$ cat config.mk
export PLATFORM = sky130hd
export DESIGN_NAME = alu_ctrl_flat
export DESIGN_NICKNAME = d
export VERILOG_FILES = /design/src/rtl/alu_ctrl_if.sv /design/src/rtl/alu_ctrl.sv /design/src/flat_wrapper.sv
export SDC_FILE = /design/constraint.sdc
export NUM_CORES = 1
export LEC_CHECK = 0
export BUFFER_PORTS_ARGS = -buffer_cell sky130_fd_sc_hd__buf_4
export CORE_ASPECT_RATIO = 1.75
export CORE_MARGIN = 8
export CORE_UTILIZATION = 40
export DETAILED_ROUTE_END_ITERATION = 8
export GPL_TIMING_DRIVEN = 0
export HOLD_SLACK_MARGIN = 0.12
export SLEW_MARGIN = 20
export SYNTH_ARGS = -nofsm -noshare
export SYNTH_HDL_FRONTEND = slang
export SYNTH_SLANG_ARGS = --single-unit
$ cat constraint.sdc
create_clock -name clk -period 1.7 [get_ports clk]
set_input_delay 0.17 -clock clk [delete_from_list [all_inputs] [get_ports clk]]
set_output_delay 0.17 -clock clk [all_outputs]
set_load 0.01 [all_outputs]
$ cat src/rtl/alu_ctrl_if.sv
// alu_ctrl_if: instruction handshake, ALU issue/return and result/status bundle.
// master = instruction source + ALU side, slave = alu_ctrl.
interface alu_ctrl_if #(
    parameter int unsigned BUS_WIDTH = 8
);
    logic                 instr_valid;
    logic                 instr_ready;
    logic [15:0]          instr;

    logic [3:0]           alu_opcode;
    logic [BUS_WIDTH-1:0] alu_a;
    logic [BUS_WIDTH-1:0] alu_b;
    logic                 alu_carry_in;

    logic [BUS_WIDTH-1:0] alu_y;
    logic                 alu_carry_out;
    logic                 alu_borrow;
    logic                 alu_zero;
    logic                 alu_parity;
    logic                 alu_invalid_op;

    logic                 res_valid;
    logic [BUS_WIDTH-1:0] res_data;
    logic [1:0]           res_dst;

    logic                 flag_carry;
    logic                 flag_zero;
    logic                 flag_parity;
    logic                 err;

    modport master (
        output instr_valid, instr,
        output alu_y, alu_carry_out, alu_borrow, alu_zero, alu_parity, alu_invalid_op,
        input  instr_ready,
        input  alu_opcode, alu_a, alu_b, alu_carry_in,
        input  res_valid, res_data, res_dst,
        input  flag_carry, flag_zero, flag_parity, err
    );

    modport slave (
        input  instr_valid, instr,
        input  alu_y, alu_carry_out, alu_borrow, alu_zero, alu_parity, alu_invalid_op,
        output instr_ready,
        output alu_opcode, alu_a, alu_b, alu_carry_in,
        output res_valid, res_data, res_dst,
        output flag_carry, flag_zero, flag_parity, err
    );
endinterface

$ cat src/rtl/alu_ctrl.sv
// alu_ctrl: IDLE -> ISSUE -> WB controller driving an external combinational ALU,
// with a 4-entry register file and carry/zero/parity status flags.
// Optional feature: define ALU_CTRL_ERR_EN for a sticky invalid-operation flag on err;
// without it err is tied 0 and invalid operations are dropped silently.
module alu_ctrl #(
    parameter int unsigned BUS_WIDTH = 8
) (
    input logic       clk,
    input logic       reset,
    alu_ctrl_if.slave bus
);
    typedef enum logic [1:0] {
        IDLE  = 2'd0,
        ISSUE = 2'd1,
        WB    = 2'd2
    } state_t;

    state_t               state, state_nxt;
    logic [15:0]          instr_q;
    logic [BUS_WIDTH-1:0] regs [4];
    logic [BUS_WIDTH-1:0] res_data_q;
    logic [BUS_WIDTH-1:0] wb_data;
    logic [1:0]           res_dst_q;
    logic                 res_valid_q;
    logic                 flag_c, flag_z, flag_p;

    logic [3:0] op;
    logic [1:0] rd, ra, rb;
    logic       is_ldi, accept, alu_used, do_wb, alu_wb;

    assign op       = instr_q[15:12];
    assign rd       = instr_q[11:10];
    assign ra       = instr_q[9:8];
    assign rb       = instr_q[7:6];
    assign is_ldi   = (op == 4'hF);
    assign accept   = bus.instr_valid && (state == IDLE);
    assign alu_used = (state == ISSUE) && !is_ldi;
    // LDI never consults alu_invalid_op: the ALU sees opcode 0 while bypassed.
    assign alu_wb   = alu_used && !bus.alu_invalid_op;
    assign do_wb    = alu_wb || ((state == ISSUE) && is_ldi);
    assign wb_data  = is_ldi ? BUS_WIDTH'(instr_q[7:0]) : bus.alu_y;

    // State register
    always_ff @(posedge clk or posedge reset) begin
        if (reset) state <= IDLE;
        else       state <= state_nxt;
    end

    // Next-state: one pass through ISSUE and WB per accepted instruction
    always_comb begin
        state_nxt = state;
        case (state)
            IDLE:    if (accept) state_nxt = ISSUE;
            ISSUE:   state_nxt = WB;
            WB:      state_nxt = IDLE;
            default: state_nxt = IDLE;
        endcase
    end

    // Handshake and ALU drive; ALU inputs are quiet outside ISSUE and during LDI
    always_comb begin
        bus.instr_ready  = (state == IDLE);
        bus.alu_opcode   = '0;
        bus.alu_a        = '0;
        bus.alu_b        = '0;
        bus.alu_carry_in = 1'b0;
        if (alu_used) begin
            bus.alu_opcode   = op;
            bus.alu_a        = regs[ra];
            bus.alu_b        = regs[rb];
            bus.alu_carry_in = flag_c;
        end
    end

    // Instruction capture on handshake
    always_ff @(posedge clk or posedge reset) begin
        if (reset)       instr_q <= '0;
        else if (accept) instr_q <= bus.instr;
    end

    // Write-back of register file, result port and status flags at ISSUE->WB
    always_ff @(posedge clk or posedge reset) begin
        if (reset) begin
            for (int unsigned i = 0; i < 4; i++) regs[i] <= '0;
            res_data_q  <= '0;
            res_dst_q   <= '0;
            res_valid_q <= 1'b0;
            flag_c      <= 1'b0;
            flag_z      <= 1'b0;
            flag_p      <= 1'b0;
        end else begin
            res_valid_q <= do_wb;
            if (do_wb) begin
                regs[rd]   <= wb_data;
                res_data_q <= wb_data;
                res_dst_q  <= rd;
            end
            if (alu_wb) begin
                flag_z <= bus.alu_zero;
                flag_p <= bus.alu_parity;
                if (op == 4'd1 || op == 4'd2 || op == 4'd4)
                    flag_c <= bus.alu_carry_out;
                else if (op == 4'd3 || op == 4'd5)
                    flag_c <= bus.alu_borrow;
            end
        end
    end

    assign bus.res_valid   = res_valid_q;
    assign bus.res_data    = res_data_q;
    assign bus.res_dst     = res_dst_q;
    assign bus.flag_carry  = flag_c;
    assign bus.flag_zero   = flag_z;
    assign bus.flag_parity = flag_p;

`ifdef ALU_CTRL_ERR_EN
    logic err_q;

    // Sticky invalid-operation indicator, cleared only by reset
    always_ff @(posedge clk or posedge reset) begin
        if (reset)                                err_q <= 1'b0;
        else if (alu_used && bus.alu_invalid_op)  err_q <= 1'b1;
    end

    assign bus.err = err_q;
`else
    assign bus.err = 1'b0;
`endif
endmodule

$ cat src/flat_wrapper.sv
// flat-port wrapper written by rule: the top's interface ports become plain ports
module alu_ctrl_flat 
#(
    parameter int unsigned BUS_WIDTH = 8
)
  (clk, reset, bus_instr_valid, bus_instr, bus_alu_y, bus_alu_carry_out, bus_alu_borrow, bus_alu_zero, bus_alu_parity, bus_alu_invalid_op, bus_instr_ready, bus_alu_opcode, bus_alu_a, bus_alu_b, bus_alu_carry_in, bus_res_valid, bus_res_data, bus_res_dst, bus_flag_carry, bus_flag_zero, bus_flag_parity, bus_err);
  alu_ctrl_if #(.BUS_WIDTH(BUS_WIDTH)) bus_i ();
  input logic clk;
  input logic reset;
  input wire logic [$bits(bus_i.instr_valid)-1:0] bus_instr_valid;
  input wire logic [$bits(bus_i.instr)-1:0] bus_instr;
  input wire logic [$bits(bus_i.alu_y)-1:0] bus_alu_y;
  input wire logic [$bits(bus_i.alu_carry_out)-1:0] bus_alu_carry_out;
  input wire logic [$bits(bus_i.alu_borrow)-1:0] bus_alu_borrow;
  input wire logic [$bits(bus_i.alu_zero)-1:0] bus_alu_zero;
  input wire logic [$bits(bus_i.alu_parity)-1:0] bus_alu_parity;
  input wire logic [$bits(bus_i.alu_invalid_op)-1:0] bus_alu_invalid_op;
  output wire logic [$bits(bus_i.instr_ready)-1:0] bus_instr_ready;
  output wire logic [$bits(bus_i.alu_opcode)-1:0] bus_alu_opcode;
  output wire logic [$bits(bus_i.alu_a)-1:0] bus_alu_a;
  output wire logic [$bits(bus_i.alu_b)-1:0] bus_alu_b;
  output wire logic [$bits(bus_i.alu_carry_in)-1:0] bus_alu_carry_in;
  output wire logic [$bits(bus_i.res_valid)-1:0] bus_res_valid;
  output wire logic [$bits(bus_i.res_data)-1:0] bus_res_data;
  output wire logic [$bits(bus_i.res_dst)-1:0] bus_res_dst;
  output wire logic [$bits(bus_i.flag_carry)-1:0] bus_flag_carry;
  output wire logic [$bits(bus_i.flag_zero)-1:0] bus_flag_zero;
  output wire logic [$bits(bus_i.flag_parity)-1:0] bus_flag_parity;
  output wire logic [$bits(bus_i.err)-1:0] bus_err;
  assign bus_i.instr_valid = bus_instr_valid;
  assign bus_i.instr = bus_instr;
  assign bus_i.alu_y = bus_alu_y;
  assign bus_i.alu_carry_out = bus_alu_carry_out;
  assign bus_i.alu_borrow = bus_alu_borrow;
  assign bus_i.alu_zero = bus_alu_zero;
  assign bus_i.alu_parity = bus_alu_parity;
  assign bus_i.alu_invalid_op = bus_alu_invalid_op;
  assign bus_instr_ready = bus_i.instr_ready;
  assign bus_alu_opcode = bus_i.alu_opcode;
  assign bus_alu_a = bus_i.alu_a;
  assign bus_alu_b = bus_i.alu_b;
  assign bus_alu_carry_in = bus_i.alu_carry_in;
  assign bus_res_valid = bus_i.res_valid;
  assign bus_res_data = bus_i.res_data;
  assign bus_res_dst = bus_i.res_dst;
  assign bus_flag_carry = bus_i.flag_carry;
  assign bus_flag_zero = bus_i.flag_zero;
  assign bus_flag_parity = bus_i.flag_parity;
  assign bus_err = bus_i.err;
  alu_ctrl #(.BUS_WIDTH(BUS_WIDTH)) u_core (.clk(clk), .reset(reset), .bus(bus_i));
endmodule
Word-level counts from Yosys, hierarchy flattened
Cells that the tools add are included.
W data, S select, Z words.
Operators by class
  multiply operators: 0
  div/mod/pow operators: 0
  bitwise logic cells: 3
  equality and inequality tests: 8
  shift-type cells: 0
  multiplexer cells: 18
  add/sub/neg operators: 0
  order comparisons: 4
  reduce and logical (&&, ||, !) cells: 14
Operator list (count)
  $mux W8: 8
  $bmux W8 S2: 2
  $bwmux W32: 1
  $demux W8 S2: 1
  $ge A3 B3 Y1 const B: 3
  $not A2 Y3: 3
  $eq A4 B2 Y1 const B: 2
  $eq A4 B3 Y1 const B: 2
  $logic_and A1 B1 Y1: 5
  $eq A4 B1 Y1 const B: 1
  $eq A4 B4 Y1 const B: 1
  $logic_or A1 B1 Y1: 4
  $mux W4: 1
  $pmux W2 S2: 1
  $lt A3 B1 Y1 const B: 1
  $mux W1: 3
  $eq A2 B1 Y1 const B: 1
  $logic_not A1 Y1: 2
  $logic_not A2 Y1: 1
  $mux W2: 1
  $ne A2 B1 Y1 const B: 1
  $reduce_and A2 Y1: 1
  $reduce_bool A2 Y1: 1
Word-level totals
  bits in registers: 64
  RAM bits: 0
  output and inout bits: 37
  input port bits: 32
  memories kept: 0
  logic and storage cells: 59
  bits in latches: 0
  ROM bits: 0

Depth between registers and ports, before layout
  depth in word-level cells: 6
  depth in mapped cells: 6
  mapped depth without buffers: 5

Worst setup path before layout
OpenSTA, ideal clock, no wires.
  path kind: register -> register
  start point: register u_core.state[0]
  end point: register u_core.instr_q[0]
  period minus slack after synthesis: 1.744 ns
  required time: 1.575 ns
  stages on the path, launching flop included: 6
  data arrival time: 1.619 ns
  buffers on the path: 2
  slack: -0.044 ns
  setup time: 0.125 ns
  path through: dfrtp_1 -> nor2_1 -> and2_1 -> clkbuf_1 -> buf_2 -> mux2_2
Between the ends
  longest elaborated chain between the ends: 2
RTL lines
  start, declared: RTL line alu_ctrl.sv:18  | state_t state, state_nxt;
  start signal, assigned: RTL line alu_ctrl.sv:46  | else state <= state_nxt;
  $logic_not A2 Y1
  named net bus_instr_ready: RTL line flat_wrapper.sv:18  | output wire logic [$bits(bus_i.instr_ready)-1:0] bus_instr_ready;
  $logic_and A1 B1 Y1: RTL line alu_ctrl.sv:36  | assign accept = bus.instr_valid && (state == IDLE);
  end signal, assigned: RTL line alu_ctrl.sv:78  | else if (accept) instr_q <= bus.instr;
  end, declared: RTL line alu_ctrl.sv:19  | logic [15:0] instr_q;
The timed path passes the listed nets, and every way through them passes these cells.
A chain may end at the register's enable or synchronous reset.

Final worst setup path
  start point: register u_core.instr_q[6]
  end point: output port bus_alu_b[0]
Between the ends
  longest elaborated chain between the ends: 5
RTL lines
  $not A2 Y3 (not written as such): RTL line alu_ctrl.sv:70  | bus.alu_b = regs[rb];
  $bmux W8 S2: RTL line alu_ctrl.sv:70
  $mux W8 (not written as such) (2 in a row): RTL line alu_ctrl.sv:70
  $mux W8: RTL line alu_ctrl.sv:67  | if (alu_used) begin
  end, declared: RTL line flat_wrapper.sv:21  | output wire logic [$bits(bus_i.alu_b)-1:0] bus_alu_b;
No other way between the ends. The select of a mux whose other input is x is not followed.

==> flow_summary.toml <==
[run_status]
status = "finished, violations left"
violations = "negative setup slack"

[final_layout]
syn2layout_area_growth_pct = 58.3
nNetsFinal = 415
nFillCells = 600
stdcell_count = 478
final_common_cell = "buf_4"
diodes = 0
most-common-layout-cells = "buf_4 (60), dfrtp_1 (59), buf_6 (36)"
drive_gt1_share_pct = 58.5

[floorplan]
die_width_um = 83.4
die_h_um = 134
core_um2 = 7800
io_pins = 69
start_util_pct = 40.7
dieArea_um2 = 11200
row_count = 43

[yosys]
yosys_warnings = 0
ys_types = 30
ys_ff_latch = 64
synth_xor_area_share_pct = 0.276
synth_top_family_by_area = "multiplexers"
synth_fa_ha_area_share_pct = 0
syn_avg_cell_area_um2 = 12.2
synth.area.mux_share_pct = 20.3
synth_compound_area_share_pct = 12.2
syn_area_um2 = 3180
synth_fp_nets = 292
synth-simple-area-share_pct = 11.5
syn_inst = 260
synth_sequential_area_ratio_pct = 50.4

[global_routing]
antenna_found_initial = 0
grt_pass1_vias = 2777
grt_pass1_wl_um = 15100
grt_max_degree = 32
grtUsageTotal_pct = 17.2
overflow = 0

[route]
drc = 0
wl_per_cell_um = 20.2
top_layer_used = "met4"
vias_per_cell = 5.46
m1WireLength_um = 3440
num_vias = 2610
drtAntennaViolNets = 0
drt_iter0_drc = 138
wl_met3_um = 365
totalWireLength_um = 9650
firstDrtPassIters = 4
route.met2.wl_um = 5620

[sta]
rsz0062_at_grt = "yes"
min_period_ns = 1.88
clock_skew_ns = 0.00857
finalCritPeriodShare_pct = 111
fin_ws_ns = -0.182
fmax_mhz = 531
fin_tns_setup_ns = -2.17
setup_viol = 18
slew_violations = 0
hold_violations = 0

[clock_network]
clock_latency_ns = 0.34
cts_buffers = 9
cts.sinks = 64
cts.htree.levels = 3
tritoncts = "done"
cts_buffer_depth = 2
clkTransAtPathRegs_ns = 0.05
root_buffer = "clkbuf_16"

[pwr]
p_leak_uw = 0.00214
p_per_area_nw_per_um2 = 1520
sw_frac_of_total_pct = 31.6
p_comb_share_pct = 40.2
p_clk_share_pct = 24.1
p_int_uw = 5230
seq_power_share_pct = 35.6
power.total_uw = 7650
vdd_drop_max_mv = 0.703
netSwitchingPower_uw = 2420

[placed_design]
dpl.hpwl_um = 6230
io_buffers = 66
dp_cells = 418
dp_slack_ns = -0.377
gp_congestion = 0.784

[critical_path]
worstPathArrival_ns = 1.71
r2r_cells = 7
critPathMaxFanout = 5
crit_path_start_kind = "flip-flop"
cp.required_ns = 1.53
endpoint_kind = "output port"
critPathKind = "reg -> out"

[run]
max_cap_violations = 0

[min_path]
min_path_type = "in -> reg"
whs_path_depth = 3
-- layout make-up --
cell class	count	area (µm²)	share of cell area [%]
inverter	4	18.8	0.373
buffer	16	188	3.73
multi-input combinational	172	1660	33.0
clock buffer	14	264	5.25
timing repair buffer	116	1130	22.6
tap	90	113	2.24
sequential	64	1610	32.0
clock inverter	2	37.5	0.747
-- worst max-delay path: stages (launching register included) --
cell and delay, ns:
dfrtp_4 0.49, buf_12 0.15, mux4_2 0.43, and3_4 0.20, buf_6 0.11
-- metal layers --
metal  track usage [%]  up-vias
met1              18.4     1338
met3              3.40       15
met5                 0        -
met2              31.2       70
met4              8.64        0
li1                  -     1187
-- cell usage after synthesis (all sizes together) --
| library cell | instances | area share (%) |
|---|---|---|
| a21oi | 44 | 7.3 |
| dfrtp | 64 | 50 |
| buf | 10 | 2.9 |
| nand4 | 1 | 0.67 |
| mux2 | 18 | 6.4 |
| xnor2 | 1 | 0.28 |
| mux4 | 16 | 11 |
| conb | 1 | 0.12 |
| a2111oi | 4 | 3.5 |
| or3 | 1 | 0.24 |
| o21ai | 4 | 0.63 |
| and3 | 21 | 4.2 |
| nand2b | 1 | 0.28 |
| inv | 4 | 0.47 |
| nand2 | 4 | 0.47 |
| a31oi | 1 | 0.20 |
| clkbuf | 10 | 1.8 |
| o31a | 1 | 0.28 |
| nor2 | 43 | 5.2 |
| and2 | 1 | 0.20 |
| or3b | 1 | 0.28 |
| mux2i | 8 | 2.5 |
| a41o | 1 | 0.32 |
-- sequential cells by signal, summed over array words and instances (netlist names) --
| signal | count |
|---|---|
| u_core.regs | 32 |
| u_core.instr_q | 16 |
| u_core.bus.res_data | 8 |
| u_core.bus.res_dst | 2 |
| u_core.state | 2 |
| u_core.bus.flag_carry | 1 |
| u_core.bus.flag_parity | 1 |
| u_core.bus.flag_zero | 1 |
| u_core.bus.res_valid | 1 |
-- power groups by stage --
stage | Sequential [µW] | Clock (µW) | Combinational [µW]
after floorplan | 2570 | 0 | 1600
after global placement | 2570 | 0 | 2380
after detailed placement | 2630 | 0 | 2430
after CTS | 2650 | 1870 | 2920
after global routing | 2800 | 1940 | 3320
final | 2730 | 1850 | 3080
-- stage by stage --
step	area [µm²]	utilization, %	hold WS (ns)
floorplan	3180	-	0.287
global placement	3790	48.6	0.380
detailed placement	3840	49.2	0.190
CTS	4820	61.8	0.212
global route	5030	64.4	0.215
finish	5030	64.4	0.184
-- timing repair --
item                                    in CTS  in global routing
endpoints found under the hold margin       30                  0
cloned                                       1                  2
endpoints found under the setup margin      69                 64
setup buffers                               24                  4
hold buffers                                19                  0
pin swaps                                   15                  6
gates resized for setup                     69                 59
-- worst paths after layout --
kind                                                    from                           endpoint  slack [ns]
min in group asynchronous                              reset   u_core.bus.flag_zero$_DFFE_PP0P_        0.40
max in group asynchronous                              reset      u_core.instr_q[6]$_DFFE_PP0P_        0.79
setup / recovery               u_core.instr_q[6]$_DFFE_PP0P_                       bus_alu_b[0]       -0.18
hold reg to reg            u_core.bus.res_dst[1]$_DFFE_PP0P_  u_core.bus.res_dst[1]$_DFFE_PP0P_        0.52
setup reg to reg              u_core.instr_q[15]$_DFFE_PP0P_         u_core.regs[8]$_DFFE_PP0P_        0.02
hold / removal                                  bus_alu_y[7]        u_core.regs[15]$_DFFE_PP0P_        0.18
-- cells by family after synthesis --
logic type,after synthesis
AOI/OAI and AO/OA,55
xor gates and xnor gates,1
buffers and inverters,24
DFF,64
muxes,42
other,1
and+or+nand+nor,73
No activity file was read; power rests on OpenSTA's default activity.
